**config.mk**
```make
export PLATFORM = sky130hd
export DESIGN_NAME = id_ex_stage_flat
export DESIGN_NICKNAME = d
export VERILOG_FILES = /design/src/rtl/id_ex_stage_pkg.sv /design/src/rtl/id_ex_stage_if.sv /design/src/rtl/id_ex_stage_hazard_detect.sv /design/src/rtl/id_ex_stage.sv /design/src/flat_wrapper.sv
export SDC_FILE = /design/constraint.sdc
export NUM_CORES = 1
export LEC_CHECK = 0
export BUFFER_PORTS_ARGS = -buffer_cell sky130_fd_sc_hd__buf_2
export CAP_MARGIN = 20
export CORE_AREA = 2 2 128 130
export CTS_BUF_LIST = sky130_fd_sc_hd__clkbuf_8
export DETAILED_ROUTE_END_ITERATION = 16
export DIE_AREA = 0 0 130 132
export PLACE_DENSITY_LB_ADDON = 0.2
export SLEW_MARGIN = 30
export SYNTH_ARGS = -nofsm -noshare
export SYNTH_HDL_FRONTEND = slang
export SYNTH_SLANG_ARGS = --single-unit
```
**constraint.sdc**
```tcl
create_clock -name clk -period 5.43 [get_ports clk]
set_input_delay 0.8145 -clock clk [delete_from_list [all_inputs] [get_ports clk]]
set_output_delay 0.8145 -clock clk [all_outputs]
set_load 0.03 [all_outputs]
```
**src/rtl/id_ex_stage_pkg.sv**
```systemverilog
// Shared widths, control-word field positions and payload types for the ID/EX pipeline register.
package id_ex_stage_pkg;

    localparam int unsigned DATA_W = 32;
    localparam int unsigned REG_W  = 5;
    localparam int unsigned CTRL_W = 11;
    localparam int unsigned CNT_W  = 16;

    // Bit positions within the packed decode control word (MSB first)
    localparam int unsigned CTRL_REGDST    = 10;
    localparam int unsigned CTRL_ALUSRC    = 9;
    localparam int unsigned CTRL_MEMTOREG  = 8;
    localparam int unsigned CTRL_REGWRITE  = 7;
    localparam int unsigned CTRL_MEMREAD   = 6;
    localparam int unsigned CTRL_MEMWRITE  = 5;
    localparam int unsigned CTRL_BRANCH    = 4;
    localparam int unsigned CTRL_ALUOP_HI  = 3;
    localparam int unsigned CTRL_ALUOP_LO  = 2;
    localparam int unsigned CTRL_JUMP      = 1;
    localparam int unsigned CTRL_SIGNZERO  = 0;

    typedef struct packed {
        logic [DATA_W-1:0] pc4;
        logic [DATA_W-1:0] rdata1;
        logic [DATA_W-1:0] rdata2;
        logic [DATA_W-1:0] imm;
        logic [REG_W-1:0]  rs;
        logic [REG_W-1:0]  rt;
        logic [REG_W-1:0]  rd;
    } idex_data_t;

endpackage

```
**src/rtl/id_ex_stage_if.sv**
```systemverilog
// Decode-to-execute bus: decode-side inputs, execute-side registered copies, hazard status.
interface id_ex_stage_if;
    import id_ex_stage_pkg::*;

    logic              id_valid_i;
    logic [CTRL_W-1:0] id_ctrl_i;
    logic [DATA_W-1:0] id_pc4_i;
    logic [DATA_W-1:0] id_rdata1_i;
    logic [DATA_W-1:0] id_rdata2_i;
    logic [DATA_W-1:0] id_imm_i;
    logic [REG_W-1:0]  id_rs_i;
    logic [REG_W-1:0]  id_rt_i;
    logic [REG_W-1:0]  id_rd_i;
    logic              flush_i;

    logic              ex_valid_o;
    logic [CTRL_W-1:0] ex_ctrl_o;
    logic [DATA_W-1:0] ex_pc4_o;
    logic [DATA_W-1:0] ex_rdata1_o;
    logic [DATA_W-1:0] ex_rdata2_o;
    logic [DATA_W-1:0] ex_imm_o;
    logic [REG_W-1:0]  ex_rs_o;
    logic [REG_W-1:0]  ex_rt_o;
    logic [REG_W-1:0]  ex_rd_o;
    logic              stall_o;
    logic [CNT_W-1:0]  bubble_cnt_o;

    modport master (
        output id_valid_i, id_ctrl_i, id_pc4_i, id_rdata1_i, id_rdata2_i, id_imm_i,
               id_rs_i, id_rt_i, id_rd_i, flush_i,
        input  ex_valid_o, ex_ctrl_o, ex_pc4_o, ex_rdata1_o, ex_rdata2_o, ex_imm_o,
               ex_rs_o, ex_rt_o, ex_rd_o, stall_o, bubble_cnt_o
    );

    modport slave (
        input  id_valid_i, id_ctrl_i, id_pc4_i, id_rdata1_i, id_rdata2_i, id_imm_i,
               id_rs_i, id_rt_i, id_rd_i, flush_i,
        output ex_valid_o, ex_ctrl_o, ex_pc4_o, ex_rdata1_o, ex_rdata2_o, ex_imm_o,
               ex_rs_o, ex_rt_o, ex_rd_o, stall_o, bubble_cnt_o
    );

endinterface

```
**src/rtl/id_ex_stage_hazard_detect.sv**
```systemverilog
// Load-use hazard detection: a load in EX whose destination feeds the instruction in ID.
module hazard_detect
    import id_ex_stage_pkg::*;
(
    input  logic             i_flush,
    input  logic             i_id_valid,
    input  logic             i_id_reg_dst,
    input  logic             i_id_mem_write,
    input  logic             i_id_branch,
    input  logic [REG_W-1:0] i_id_rs,
    input  logic [REG_W-1:0] i_id_rt,
    input  logic             i_ex_valid,
    input  logic             i_ex_mem_read,
    input  logic [REG_W-1:0] i_ex_rt,
    output logic             o_stall_c
);

    logic w_uses_rt;
    logic w_rs_hit;
    logic w_rt_hit;

    // rt is a source for R-type, stores and branches; otherwise it is a destination
    assign w_uses_rt = i_id_reg_dst | i_id_mem_write | i_id_branch;
    assign w_rs_hit  = (i_ex_rt == i_id_rs);
    assign w_rt_hit  = w_uses_rt & (i_ex_rt == i_id_rt);

    assign o_stall_c = !i_flush & i_id_valid & i_ex_valid & i_ex_mem_read
                     & (i_ex_rt != '0) & (w_rs_hit | w_rt_hit);

endmodule

```
**src/rtl/id_ex_stage.sv**
```systemverilog
// ID/EX pipeline register with load-use bubble insertion, flush, and a saturating bubble counter.
module id_ex_stage
    import id_ex_stage_pkg::*;
(
    input logic          clk,
    input logic          rst_n,
    id_ex_stage_if.slave bus
);

    localparam logic [CNT_W-1:0] CNT_MAX = '1;

    logic              r_ex_valid;
    logic [CTRL_W-1:0] r_ex_ctrl;
    idex_data_t        r_ex_data;
    logic [CNT_W-1:0]  r_bubble_cnt;
    idex_data_t        w_id_data;
    logic              w_stall;
    logic              w_kill;

    hazard_detect u_hazard_detect (
        .i_flush        (bus.flush_i),
        .i_id_valid     (bus.id_valid_i),
        .i_id_reg_dst   (bus.id_ctrl_i[CTRL_REGDST]),
        .i_id_mem_write (bus.id_ctrl_i[CTRL_MEMWRITE]),
        .i_id_branch    (bus.id_ctrl_i[CTRL_BRANCH]),
        .i_id_rs        (bus.id_rs_i),
        .i_id_rt        (bus.id_rt_i),
        .i_ex_valid     (r_ex_valid),
        .i_ex_mem_read  (r_ex_ctrl[CTRL_MEMREAD]),
        .i_ex_rt        (r_ex_data.rt),
        .o_stall_c      (w_stall)
    );

    assign w_id_data = '{
        pc4:    bus.id_pc4_i,
        rdata1: bus.id_rdata1_i,
        rdata2: bus.id_rdata2_i,
        imm:    bus.id_imm_i,
        rs:     bus.id_rs_i,
        rt:     bus.id_rt_i,
        rd:     bus.id_rd_i
    };

    // Flush, load-use stall or an empty decode slot all turn into a bubble in EX
    assign w_kill = bus.flush_i | w_stall | !bus.id_valid_i;

    always_ff @(posedge clk or negedge rst_n) begin
        if (!rst_n) begin
            r_ex_valid <= 1'b0;
            r_ex_ctrl  <= '0;
            r_ex_data  <= '0;
        end else begin
            r_ex_data <= w_id_data;
            if (w_kill) begin
                r_ex_valid <= 1'b0;
                r_ex_ctrl  <= '0;
            end else begin
                r_ex_valid <= 1'b1;
                r_ex_ctrl  <= bus.id_ctrl_i;
            end
        end
    end

    // Counts stall cycles only; flushes are not bubbles from this stage's point of view
    always_ff @(posedge clk or negedge rst_n) begin
        if (!rst_n) begin
            r_bubble_cnt <= '0;
        end else if (w_stall && (r_bubble_cnt != CNT_MAX)) begin
            r_bubble_cnt <= r_bubble_cnt + CNT_W'(1);
        end
    end

    assign bus.ex_valid_o   = r_ex_valid;
    assign bus.ex_ctrl_o    = r_ex_ctrl;
    assign bus.ex_pc4_o     = r_ex_data.pc4;
    assign bus.ex_rdata1_o  = r_ex_data.rdata1;
    assign bus.ex_rdata2_o  = r_ex_data.rdata2;
    assign bus.ex_imm_o     = r_ex_data.imm;
    assign bus.ex_rs_o      = r_ex_data.rs;
    assign bus.ex_rt_o      = r_ex_data.rt;
    assign bus.ex_rd_o      = r_ex_data.rd;
    assign bus.stall_o      = w_stall;
    assign bus.bubble_cnt_o = r_bubble_cnt;

endmodule

```
**src/flat_wrapper.sv**
```systemverilog
// flat-port wrapper written by rule: the top's interface ports become plain ports
module id_ex_stage_flat import id_ex_stage_pkg::*;
  (clk, rst_n, bus_id_valid_i, bus_id_ctrl_i, bus_id_pc4_i, bus_id_rdata1_i, bus_id_rdata2_i, bus_id_imm_i, bus_id_rs_i, bus_id_rt_i, bus_id_rd_i, bus_flush_i, bus_ex_valid_o, bus_ex_ctrl_o, bus_ex_pc4_o, bus_ex_rdata1_o, bus_ex_rdata2_o, bus_ex_imm_o, bus_ex_rs_o, bus_ex_rt_o, bus_ex_rd_o, bus_stall_o, bus_bubble_cnt_o);
  id_ex_stage_if bus_i ();
  input logic clk;
  input logic rst_n;
  input wire logic [$bits(bus_i.id_valid_i)-1:0] bus_id_valid_i;
  input wire logic [$bits(bus_i.id_ctrl_i)-1:0] bus_id_ctrl_i;
  input wire logic [$bits(bus_i.id_pc4_i)-1:0] bus_id_pc4_i;
  input wire logic [$bits(bus_i.id_rdata1_i)-1:0] bus_id_rdata1_i;
  input wire logic [$bits(bus_i.id_rdata2_i)-1:0] bus_id_rdata2_i;
  input wire logic [$bits(bus_i.id_imm_i)-1:0] bus_id_imm_i;
  input wire logic [$bits(bus_i.id_rs_i)-1:0] bus_id_rs_i;
  input wire logic [$bits(bus_i.id_rt_i)-1:0] bus_id_rt_i;
  input wire logic [$bits(bus_i.id_rd_i)-1:0] bus_id_rd_i;
  input wire logic [$bits(bus_i.flush_i)-1:0] bus_flush_i;
  output wire logic [$bits(bus_i.ex_valid_o)-1:0] bus_ex_valid_o;
  output wire logic [$bits(bus_i.ex_ctrl_o)-1:0] bus_ex_ctrl_o;
  output wire logic [$bits(bus_i.ex_pc4_o)-1:0] bus_ex_pc4_o;
  output wire logic [$bits(bus_i.ex_rdata1_o)-1:0] bus_ex_rdata1_o;
  output wire logic [$bits(bus_i.ex_rdata2_o)-1:0] bus_ex_rdata2_o;
  output wire logic [$bits(bus_i.ex_imm_o)-1:0] bus_ex_imm_o;
  output wire logic [$bits(bus_i.ex_rs_o)-1:0] bus_ex_rs_o;
  output wire logic [$bits(bus_i.ex_rt_o)-1:0] bus_ex_rt_o;
  output wire logic [$bits(bus_i.ex_rd_o)-1:0] bus_ex_rd_o;
  output wire logic [$bits(bus_i.stall_o)-1:0] bus_stall_o;
  output wire logic [$bits(bus_i.bubble_cnt_o)-1:0] bus_bubble_cnt_o;
  assign bus_i.id_valid_i = bus_id_valid_i;
  assign bus_i.id_ctrl_i = bus_id_ctrl_i;
  assign bus_i.id_pc4_i = bus_id_pc4_i;
  assign bus_i.id_rdata1_i = bus_id_rdata1_i;
  assign bus_i.id_rdata2_i = bus_id_rdata2_i;
  assign bus_i.id_imm_i = bus_id_imm_i;
  assign bus_i.id_rs_i = bus_id_rs_i;
  assign bus_i.id_rt_i = bus_id_rt_i;
  assign bus_i.id_rd_i = bus_id_rd_i;
  assign bus_i.flush_i = bus_flush_i;
  assign bus_ex_valid_o = bus_i.ex_valid_o;
  assign bus_ex_ctrl_o = bus_i.ex_ctrl_o;
  assign bus_ex_pc4_o = bus_i.ex_pc4_o;
  assign bus_ex_rdata1_o = bus_i.ex_rdata1_o;
  assign bus_ex_rdata2_o = bus_i.ex_rdata2_o;
  assign bus_ex_imm_o = bus_i.ex_imm_o;
  assign bus_ex_rs_o = bus_i.ex_rs_o;
  assign bus_ex_rt_o = bus_i.ex_rt_o;
  assign bus_ex_rd_o = bus_i.ex_rd_o;
  assign bus_stall_o = bus_i.stall_o;
  assign bus_bubble_cnt_o = bus_i.bubble_cnt_o;
  id_ex_stage u_core (.clk(clk), .rst_n(rst_n), .bus(bus_i));
endmodule
```
# Yosys cells after proc, flatten, opt, wreduce, memory -nomap -nowiden
# Cells that the tools add are included.
# word_totals
ff_bits	171
inputBits	158
output_inout_bits	172
wordCells	31
# classes
add_sub_neg	1
n_eq_ne	3
n_mux	2
n_bitwise	11
n_reduce_logical	4
# op_table
cell	n
$add 16x1->16 const B	1
$ne 16x16->1 const B	1
$mux 11	1
$eq 5x5->1	2
$and 1x1->1	6
$or 1x1->1	5
$reduce_bool 5->1	1
$logic_not 1->1	2
$logic_and 1x1->1	1
$mux 1	1

# Logic depth before layout (Yosys ltp)
# Gate-level depths: netlist of the first run.
# depth
depth_word	9
depth_mapped	7
depth_no_buf	6

# Cells and area by module
# Synthesis of the first run repeated with hierarchy kept, for this count alone.
# unflattened
cells_unflattened	265
area_unflattened_um2	4919.7
# modules_own_cells
mod	n_inst	cells_each	area_per_inst_um2	seq_area_each_um2
id_ex_stage	1	247	4774.6	4279.1
hazard_detect	1	18	145.1	0.0

# Worst setup path before layout of the first run
# Ideal clock, no wire load.
# synth_timing
kind	input -> output
start	in bus_id_rt_i[1]
end	out bus_stall_o
arrival_ns	1.921
required_ns	4.615
path_slack_ns	2.695
stages	5
path_buffers	1
path_cell_list	xnor2_1 > nand4_1 > o22ai_2 > clkbuf_1 > and2_2
# synth_via
elab_chain_len	4
# synth_rtl
element	line_no	rtl
start: declaration	flat_wrapper.sv:14	input wire logic [$bits(bus_i.id_rt_i)-1:0] bus_id_rt_i;
$eq 5x5->1	id_ex_stage_hazard_detect.sv:25	assign w_rt_hit = w_uses_rt & (i_ex_rt == i_id_rt);
$and 1x1->1	id_ex_stage_hazard_detect.sv:25	
$or 1x1->1	id_ex_stage_hazard_detect.sv:28	& (i_ex_rt != '0) & (w_rs_hit | w_rt_hit);
$and 1x1->1	id_ex_stage_hazard_detect.sv:28	
end: declaration	flat_wrapper.sv:26	output wire logic [$bits(bus_i.stall_o)-1:0] bus_stall_o;
# Every way passes these cells.

# Final worst setup path of the first run
# layout_timing
start	reg u_core.r_ex_data, in the netlist u_core.bus.ex_rt_o[1]
end	out bus_stall_o
# layout_via
elab_chain_len	4
word_cells_on_any_way	7
# layout_rtl
element	line_no	rtl
start: declaration	id_ex_stage.sv:14	idex_data_t r_ex_data;
start signal: assignment	id_ex_stage.sv:53	r_ex_data <= w_id_data;
$eq 5x5->1	id_ex_stage_hazard_detect.sv:25	
$and 1x1->1	id_ex_stage_hazard_detect.sv:25	
$or 1x1->1	id_ex_stage_hazard_detect.sv:28	
$and 1x1->1 *	id_ex_stage_hazard_detect.sv:28	
# Mark *: on every way between the ends. The rest lies on a longest branch, timed or not.

==> impl_metrics.tcl, run 1 <==
set metrics [dict create \
    cts_resized 0 \
    reg2reg_from "u_core.bus.bubble_cnt_o[0]" \
    wirelength_um 13120 \
    r2r_cells 6 \
    final_common_cell "buf_2" \
    coreArea_um2 15710 \
    hold_path.class "in2async" \
    port_buffers 329 \
    grt_pass1_wl_um 19640 \
    fin_skew_ns 0.009871 \
    route.vias.total 3429 \
    dr.pass1.iters 4 \
    drc 0 \
    post-dp-hpwl_um 10380 \
    crit_path_start_kind "register" \
    crit_buf_inv 1 \
    yosysWarnings 0 \
    synth.ff_latch_count 171 \
    synth_cells 267 \
    cts_tree "done" \
    clock_latency_ns 0.44 \
    cts_buffers 17 \
    vdd_drop_max_mv 0.1742 \
    tns_ns 0 \
    leakagePower_nw 3.814 \
    die_h_um 132 \
    clkTransAtPathRegs_ns 0.10 \
    post_drt_wl_per_cell_um 15.55 \
    synth_ff_type "dfrtp_1" \
    antenna_found_initial 2 \
    clockBufferDepth 2 \
    ys_types 27 \
    setup_viol 0 \
    drv_slew 0 \
    synthesis.area_um2 4986 \
    boundaryPins 330 \
    drtIter0Drc 67 \
    cp_max_fo 18 \
    cts_root_buf "clkbuf_8" \
    outcome "finished, final reports clean" \
    start_util_pct 31.73 \
    vias_per_cell 4.063 \
    die_w_um 130 \
    synthArstFlopShare_pct 100.0 \
    max_freq_ghz 0.3174 \
    fin_nets 772 \
    grt_usage_pct 15.29 \
    utilization_pct 46.75 \
    cp_top_family "compound AO/OA/AOI/OAI gates" \
    arrival_ns 2.34 \
    crit_type "reg2out" \
    slew_headroom_pct 43.50 \
    slowest_stage "o22ai_2" \
    startpoint "u_core.bus.ex_rt_o[1]" \
    synth_edf_count 0 \
    grt_max_degree 80 \
    synth_fp_nets 426 \
    place_ws_ns 2.293 \
    die-area_um2 17160 \
    core.rowCount 46 \
    tightest_slew_ns 0.8476 \
    finalHoldViolCount 0 \
    critPathCaptureType "output port" \
    period_needed_ns 3.151 \
    ys_seq_area_share_pct 85.82 \
    syn_area_per_cell_um2 18.67 \
    powerDensity_nw_per_um2 353.0 \
    clock_sinks 171 \
    grt_pass1_vias 3688 \
    power_w 0.002593 \
    htreeDepth 4 \
    grt_setup_unrepaired "no" \
    worst_slack_ns 2.279 \
    mostFrequentLayoutCells "buf_2, dfrtp_1, xnor2_1, clkbuf_8, and2_2" \
    min_period_over_period_pct 58.03 \
    drive_gt1_share_pct 61.18 \
    maxCapViolations 0 \
    crit_path_cell_trace "xnor2_1 > nand4_1 > o22ai_2 > and2_2 > buf_2" \
    num-fill-cells 1493 \
    r2r_setup_slack_ns 3.32 \
    ant_nets 0 \
    gp_congestion 0.7825 \
    r2r_end "u_core.bus.bubble_cnt_o[1]" \
    slowest_delay_ns 0.60 \
    overflow 0 \
    worstPathRequired_ns 4.62 \
    cts_setup_buffers 0 \
    syn_to_final_growth_pct 47.33 \
    cts-hold-fix-buffers 0 \
]
## per-layer routing
layer | GRT usage, % | share of wire [%] | vias to the layer above
met1 | 15.69 | 35 | 1639
met4 | 6.870 | 2.5 | 0
met5 | 0 | 0 | -
met3 | 7.549 | 10 | 24
li1 | - | - | 1578
met2 | 26.00 | 52 | 188
## area by class of cell
type / count / area (µm²) / area share [%]
Clock buffer: 19 / 261.5 / 3.560
Timing Repair Buffer: 331 / 1672 / 22.76
Sequential cell: 171 / 4279 / 58.25
Multi-Input combinational cell: 91 / 676.9 / 9.215
Antenna cell: 2 / 5.005 / 0.06813
Inverter: 1 / 3.754 / 0.05110
Clock inverter: 13 / 177.7 / 2.419
Tap cell: 216 / 270.3 / 3.679
## cells in the mapped netlist (all sizes together), types with 2 or more instances
library cell	instances	area share [%]
and4	3	0.53
clkbuf	2	0.15
xnor2	24	4.2
nor3	3	0.30
and3	5	0.63
nand3	10	1.0
nor2	5	0.38
nand4	9	1.1
and2	13	1.9
dfrtp	171	86
nand2	7	0.53
buf	2	0.38
## how the worst max path moves through the flow
| stage | to | cells after the start |
|---|---|---|
| 5_1_grt | bus_stall_o | 5 |
| 3_3_place_gp | bus_stall_o | 6 |
| 4_1_cts | bus_stall_o | 5 |
| 3_5_place_dp | bus_stall_o | 6 |
| 2_1_floorplan | bus_stall_o | 5 |
| 6_report | bus_stall_o | 5 |
## worst reg2reg max path: cells and delay by family, from the launching register on
family          cells  cell delay, ns
flops               1            0.43
simple gates        3            0.65
compound gates      1            0.36
mux                 1            0.32
fa+ha+maj           1            0.25
## sequential cells by signal, indices dropped and copies added, names as in the netlist
signal	cells
u_core.bus.ex_rs_o	5
u_core.bus.ex_ctrl_o	11
u_core.bus.ex_rt_o	5
u_core.bus.ex_pc4_o	32
u_core.bus.ex_rdata1_o	32
u_core.bus.ex_imm_o	32
u_core.bus.ex_rd_o	5
u_core.bus.ex_valid_o	1
u_core.bus.bubble_cnt_o	16
u_core.bus.ex_rdata2_o	32
## metrics by stage
step	hold WS [ns]	cell area, µm²	std cells
4_1_cts	0.1558	7337	842
2_1_floorplan	0.5189	4986	267
5_1_grt	0.1517	7346	844
3_3_place_gp	0.4863	6898	810
6_report	0.1873	7346	844
3_5_place_dp	0.4914	6898	810
## power by group
part           internal (W)  switching [W]  total [W]
sequential          0.00133      0.0000167    0.00135
combinational     0.0000900       0.000197   0.000288
clock              0.000490       0.000470   0.000960
total               0.00191       0.000684    0.00259
## logic make-up (layout without fill, tap and decap cells)
| kind of cell | after synthesis | in the layout | synth area share (%) |
|---|---|---|---|
| compound gates | 7 | 7 | 1.932 |
| buf+inv | 5 | 364 | 0.6023 |
| other cells | 0 | 2 | 0 |
| mux | 1 | 1 | 0.2258 |
| simple gates | 58 | 58 | 6.951 |
| flops | 171 | 171 | 85.82 |
| xor+xnor | 24 | 24 | 4.216 |
| fa+ha+maj | 1 | 1 | 0.2509 |
(Power assumes the default switching activity.)
==> run 2: changes to the inputs <==
- ABC_AREA: unset -> 1
- CORE_AREA: 2 2 128 130 -> 2 2 129 131
- DIE_AREA: 0 0 130 132 -> 0 0 131 133
- clock period: 5.43 -> 2.6 ns (I/O delays scaled with it)
==> run 2 against run 1 <==
  * Clock power rose by 81%
  * Sequential cell count did not move
  * Total power rose by 100%
  * Synthesized cell count rose by 45%
  * Clock-buffer cell count fell by 1
  * Via count rose by 29%
  * Clock skew fell by 0.0014 ns
  * Combinational power rose to 2.6 times the previous value
  * Sequential share of layout area fell by 8.8 points
  * Cell count rose by 27%
  * Critical endpoint unchanged
  * Largest cell class unchanged
==> impl_metrics.tcl, run 2 <==
set metrics [dict create \
    core.rowCount 47 \
    clock_sinks 171 \
    cp_top_family "simple AND/OR/NAND/NOR gates" \
    port_buffers 329 \
    cp_max_fo 18 \
    grt_max_degree 68 \
    finalHoldViolCount 0 \
    route.vias.total 4411 \
    synth_top_area_share_pct 80.91 \
    syn_area_per_cell_um2 13.63 \
    cts-hold-fix-buffers 106 \
    reg2reg_from "u_core.bus.bubble_cnt_o[0]" \
    crit_path_cell_trace "inv_1 > nand2_1 > nand2_1 > nor2_1 > nand3_1 > nand2_2 > nand2_1 > inv_1 > buf_2" \
    synthTopCellsByCount "dfrtp_1, nand2_1, inv_1, nor2_1, nand4_1" \
    syn_to_final_growth_pct 63.54 \
    mostFrequentLayoutCells "buf_2, dfrtp_1, dlygate4sd3_1, nand2_1, inv_1" \
    die_h_um 133 \
    hold_end "u_core.bus.ex_rdata1_o[6]" \
    ys_seq_area_share_pct 80.91 \
    netSwitchingFraction_pct 27.37 \
    post_drt_wl_per_cell_um 14.93 \
    htreeDepth 4 \
    synthesis.area_um2 5289 \
    synth_fp_nets 547 \
    slowest_delay_ns 0.43 \
    holdWs_ns 0.05218 \
    boundaryPins 330 \
    ys_top_cells_by_area "dfrtp_1, nand2_1, inv_1" \
    fin_nets 1000 \
    p_switching_w 0.001452 \
    antenna_found_initial 0 \
    grt_pass1_vias 4688 \
    worstPathRequired_ns 2.21 \
    tns_ns 0 \
    drc 0 \
    vias_per_cell 4.115 \
    maxCapViolations 0 \
    cts_tree "done" \
    tightest_slew_ns 0.6173 \
    cts_buffers 17 \
    die-area_um2 17420 \
    dr.pass1.iters 4 \
    cts_resized 0 \
    clock_latency_ns 0.44 \
    gp_congestion 0.8560 \
    ant_nets 0 \
    drtIter0Drc 137 \
    crit_buf_inv 3 \
    period_needed_ns 2.377 \
    wirelength_um 16000 \
    hold_path.class "in2reg" \
    r2r_cells 7 \
    synth_edf_count 0 \
    slew_headroom_pct 58.84 \
    synth_ff_type "dfrtp_1" \
    crit_type "reg2out" \
    max_freq_ghz 0.4207 \
    synth_cells 388 \
    cts_root_buf "clkbuf_8" \
    synth.ff_latch_count 171 \
    grt_pass1_wl_um 24450 \
    synth_top_cell_by_area "dfrtp_1" \
    clockBufferDepth 2 \
    drive_gt1_share_pct 43.66 \
    cts_setup_buffers 0 \
    overflow 0 \
    yosysWarnings 0 \
    worstHoldPathCells 1 \
    yosys.cell_count.top_type "dfrtp_1" \
    critPathCaptureType "output port" \
    r2r_setup_slack_ns 0.75 \
    power_w 0.005304 \
    start_util_pct 32.70 \
    ys_types 24 \
    synthArstFlopShare_pct 100.0 \
    coreArea_um2 16170 \
    p_clk_share_pct 32.8 \
    outcome "finished, final reports clean" \
    num-fill-cells 1375 \
    drv_slew 0 \
    n_antenna_cell 0 \
    setup_viol 0 \
    p_comb_share_pct 14.2 \
    r2r_end "u_core.bus.bubble_cnt_o[12]" \
    fin_skew_ns 0.008454 \
    final_common_cell "buf_2" \
    clkTransAtPathRegs_ns 0.09 \
    min_period_over_period_pct 91.43 \
    vdd_drop_max_mv 0.3138 \
    crit_path_start_kind "register" \
    critPathMostFrequentCell "nand2_1" \
    holdCritStartpoint "bus_id_rdata1_i[6]" \
    powerDensity_nw_per_um2 613.2 \
    post-dp-hpwl_um 11850 \
    arrival_ns 1.99 \
    grt_setup_unrepaired "no" \
    slowest_stage "dfrtp_1" \
    leakagePower_nw 4.633 \
    p_int_w 0.003852 \
    grt_usage_pct 18.64 \
    utilization_pct 53.49 \
    p_seq_share_pct 53.0 \
    die_w_um 131 \
]
## run 2: cell families (layout without fill, tap and decap cells)
family,count (synthesis),after routing,synth area share (%)
AO/OA/AOI/OAI,2,2,0.1893
XOR/XNOR,8,8,1.325
adder cells (fa/ha/maj),1,1,0.2365
buffers and inverters,47,511,3.690
flip-flops,171,171,80.91
AND/OR/NAND/NOR,159,159,13.65
## run 2: worst max path at each step
stage          cells past startpoint          end             startpoint  slack [ns]
5_1_grt                            9  bus_stall_o  u_core.bus.ex_rt_o[2]        0.01
6_report                           9  bus_stall_o  u_core.bus.ex_rt_o[2]        0.22
3_3_place_gp                      10  bus_stall_o         bus_id_rt_i[2]        0.65
4_1_cts                            9  bus_stall_o  u_core.bus.ex_rt_o[2]        0.13
2_1_floorplan                      8  bus_stall_o  u_core.bus.ex_rt_o[1]        0.87
3_5_place_dp                      10  bus_stall_o         bus_id_rt_i[2]        0.62
## run 2: final cells by class
cell class	count	area (µm²)	share of cell area, %
clock buffer	18	247.7	2.864
multi-input combinational	170	814.5	9.417
sequential	171	4279	49.47
timing repair buffer	440	2764	31.95
clock inverter	12	115.1	1.331
tap	220	275.3	3.182
inverter	41	153.9	1.779
## run 2: per-layer routing
| layer | up-vias | track usage (%) | wire length (µm) |
|---|---|---|---|
| met5 | - | 0 | 0 |
| met4 | 0 | 7.742 | 394 |
| met3 | 30 | 6.874 | 1460 |
| met2 | 207 | 31.15 | 7995 |
| met1 | 2071 | 21.42 | 6151 |
| li1 | 2103 | - | - |
## run 2: stage by stage
stage          setup WS [ns]  instances  cell area [µm²]
4_1_cts               0.1269       1072             8650
5_1_grt             0.009521       1072             8650
3_3_place_gp          0.6510        936             7226
3_5_place_dp          0.6241        936             7226
2_1_floorplan         0.8660        388             5289
6_report              0.2227       1072             8650
## run 2: power by group through the flow
stage | Combinational [W] | Sequential [W] | Clock [W]
floorplan | 0.0000402 | 0.00312 | 0
global placement | 0.000626 | 0.00286 | 0
detailed placement | 0.000632 | 0.00286 | 0
CTS | 0.000761 | 0.00281 | 0.00183
global route | 0.000808 | 0.00282 | 0.00195
finish | 0.000752 | 0.00281 | 0.00174
==> run 3: changes to the inputs <==
- CORE_AREA: 2 2 129 131 -> 2 2 126 128
- DIE_AREA: 0 0 131 133 -> 0 0 128 130
- SYNTH_HIERARCHICAL: unset -> 1
==> run 3 against run 2 <==
  * Sequential share of layout area rose by 2.3 points
  * Core utilization rose by 0.14 points
  * Critical path depth fell by 2
  * Clock power barely moved
  * Via count fell by 4.1%
  * Sequential power barely moved
  * Sequential cell count did not move
  * Non-clock buffer count fell by 38
  * Die area fell by 4.5%
  * Largest cell class unchanged
==> impl_metrics.tcl, run 3 <==
set metrics [dict create \
    slowest_delay_ns 0.45 \
    die-area_um2 16640 \
    final_common_cell "buf_2" \
    r2r_cells 13 \
    synth_edf_count 0 \
    placed_cells 898 \
    grt_setup_unrepaired "no" \
    grt_pass1_wl_um 22480 \
    clock_sinks 171 \
    ys_types 22 \
    syn_area_per_cell_um2 13.96 \
    max_freq_ghz 0.4341 \
    slew_headroom_pct 56.38 \
    cp_top_family "flip-flops" \
    tns_ns 0 \
    boundaryPins 330 \
    drv_slew 0 \
    p_comb_share_pct 13.3 \
    critPathCaptureType "output port" \
    mostFrequentLayoutCells "buf_2, dfrtp_1, nand2_1, dlygate4sd3_1, inv_1" \
    route.vias.total 4231 \
    synthTopCellsByCount "dfrtp_1, nand2_1, inv_1, nor2_1, nand3_1" \
    ys_top_cells_by_area "dfrtp_1, nand2_1, inv_1" \
    drtIter0Drc 177 \
    port_buffers 329 \
    htreeDepth 4 \
    cts_root_buf "clkbuf_8" \
    slowest_stage "dfrtp_1" \
    overflow 0 \
    grt_usage_pct 18.17 \
    holdWs_ns 0.03694 \
    synth_ff_type "dfrtp_1" \
    p_int_w 0.003799 \
    synth_fp_nets 534 \
    post_drt_wl_per_cell_um 15.65 \
    fin_skew_ns 0.005659 \
    netSwitchingFraction_pct 28.19 \
    p_clk_share_pct 33.5 \
    drc 0 \
    worstPathRequired_ns 2.21 \
    tightest_slew_ns 0.6544 \
    synthArstFlopShare_pct 100.0 \
    cts_tree "done" \
    reg2reg_from "u_core/bus.ex_rt_o[1]" \
    holdCritStartpoint "bus_id_rdata2_i[20]" \
    gp_congestion 0.8655 \
    start_util_pct 33.95 \
    crit_path_start_kind "register" \
    grt_pass1_vias 4265 \
    dr.pass1.iters 4 \
    die_w_um 128 \
    outcome "finished, final reports clean" \
    synth.ff_latch_count 171 \
    worstHoldPathCells 1 \
    hold_end "u_core/bus.ex_rdata2_o[20]" \
    vias_per_cell 4.227 \
    cts_buffers 17 \
    vdd_drop_max_mv 0.4193 \
    drive_gt1_share_pct 47.65 \
    clkTransAtPathRegs_ns 0.10 \
    die_h_um 130 \
    critPathMostFrequentCell "nand2_1" \
    place_area_um2 7184 \
    crit_buf_inv 2 \
    core.rowCount 46 \
    synth_top_area_share_pct 81.72 \
    synth_top_cell_by_area "dfrtp_1" \
    powerDensity_nw_per_um2 639.6 \
    post-route-cell-area_um2 8272 \
    finalNonFillerCells 1001 \
    maxCapViolations 0 \
    hold_path.class "in2reg" \
    p_switching_w 0.001492 \
    min_period_over_period_pct 88.61 \
    grt_max_degree 69 \
    clock_latency_ns 0.45 \
    ant_nets 0 \
    leakagePower_nw 4.419 \
    cp_max_fo 7 \
    period_needed_ns 2.304 \
    coreArea_um2 15420 \
    post-dp-hpwl_um 11580 \
    crit_path_cell_trace "inv_2 > nand2_1 > nand2_1 > nor2_1 > nand3_1 > a21oi_4 > buf_2" \
    finalHoldViolCount 0 \
    syn_to_final_growth_pct 57.97 \
    yosysWarnings 6 \
    clockBufferDepth 2 \
    ys_seq_area_share_pct 81.72 \
    cp.depth 7 \
    setup_viol 0 \
    r2r_setup_slack_ns 0.72 \
    synth_cells 375 \
    fin_nets 954 \
    synthesis.area_um2 5236 \
    antenna_found_initial 1 \
    wirelength_um 15670 \
    arrival_ns 1.91 \
    r2r_end "u_core/bus.bubble_cnt_o[15]" \
    yosys.cell_count.top_type "dfrtp_1" \
    p_seq_share_pct 53.2 \
    crit_type "reg2out" \
]
run 3: cell types whose count changed in the layout (fill, tap and decap cells not counted), moves of 3 or more:
cell	previous run	this run
nand2_1	91	86
inv_1	39	35
dlygate4sd3_1	106	70
nand4_1	21	8
inv_2	1	6
nor2_4	1	4
buf_4	4	0
run 3: final cells by class:
cell class                 count  area (µm²)
fill                        1362        7153
sequential                   171        4279
timing repair buffer         402        2414
multi-input combinational    161       792.0
clock buffer                  20       275.3
tap                          192       240.2
inverter                      42       167.7
clock inverter                12       101.3
antenna                        1       2.502
run 3: worst max path at each step:
stage,from,endpoint
2_1_floorplan,u_core/bus.ex_rt_o[1],u_core/bus.bubble_cnt_o[10]
3_3_place_gp,bus_id_rt_i[0],u_core/bus.bubble_cnt_o[10]
3_5_place_dp,bus_id_rt_i[3],u_core/bus.bubble_cnt_o[10]
4_1_cts,u_core/bus.ex_rt_o[1],bus_stall_o
5_1_grt,u_core/bus.ex_rt_o[3],bus_stall_o
6_report,u_core/bus.ex_rt_o[1],bus_stall_o
run 3: stage by stage:
step	worst slack [ns]	utilization [%]	power, W
2_1_floorplan	0.4347	-	0.003155
3_3_place_gp	0.6253	46.58	0.003481
3_5_place_dp	0.5531	46.58	0.003491
4_1_cts	0.1206	50.97	0.005302
5_1_grt	0.1122	53.63	0.005514
6_report	0.2962	53.63	0.005291
run 3: what timing repair did:
action / in CTS / in global routing
gates resized for setup: 0 / 1
buffers inserted: 0 / 0
hold buffers: 30 / 40
endpoints found under the hold margin: 94 / 40
setup endpoints to repair: 0 / 1
run 3: cells by family after synthesis:
group	Yosys count	synth area share, %
and+or+nand+nor	150	13.21
AOI/OAI and AO/OA	3	0.3585
buffers and inverters	43	3.297
DFF	171	81.72
adders and majority gates	1	0.2389
xor gates and xnor gates	7	1.171
run 3: per-layer routing:
layer	vias up	GRT usage (%)	share of wire (%)
li1	1977	-	-
met1	2021	19.43	37
met2	202	31.71	52
met3	31	7.134	7.8
met4	0	8.727	2.8
met5	-	0	0
run 3: worst reg2reg max path: cells and delay by family, from the launching register on:
| kind | cells | cell delay [ns] |
|---|---|---|
| AOI/OAI and AO/OA | 1 | 0.32 |
| buffers and inverters | 2 | 0.10 |
| DFF | 1 | 0.45 |
| and+or+nand+nor | 10 | 0.91 |
run 3: power groups by stage:
| stage | clock [W] | combinational (W) | sequential (W) |
|---|---|---|---|
| finish | 0.00177 | 0.000706 | 0.00281 |
| CTS | 0.00183 | 0.000664 | 0.00281 |
| global route | 0.00194 | 0.000750 | 0.00282 |
| global placement | 0 | 0.000620 | 0.00286 |
| floorplan | 0 | 0.0000316 | 0.00312 |
| detailed placement | 0 | 0.000628 | 0.00286 |
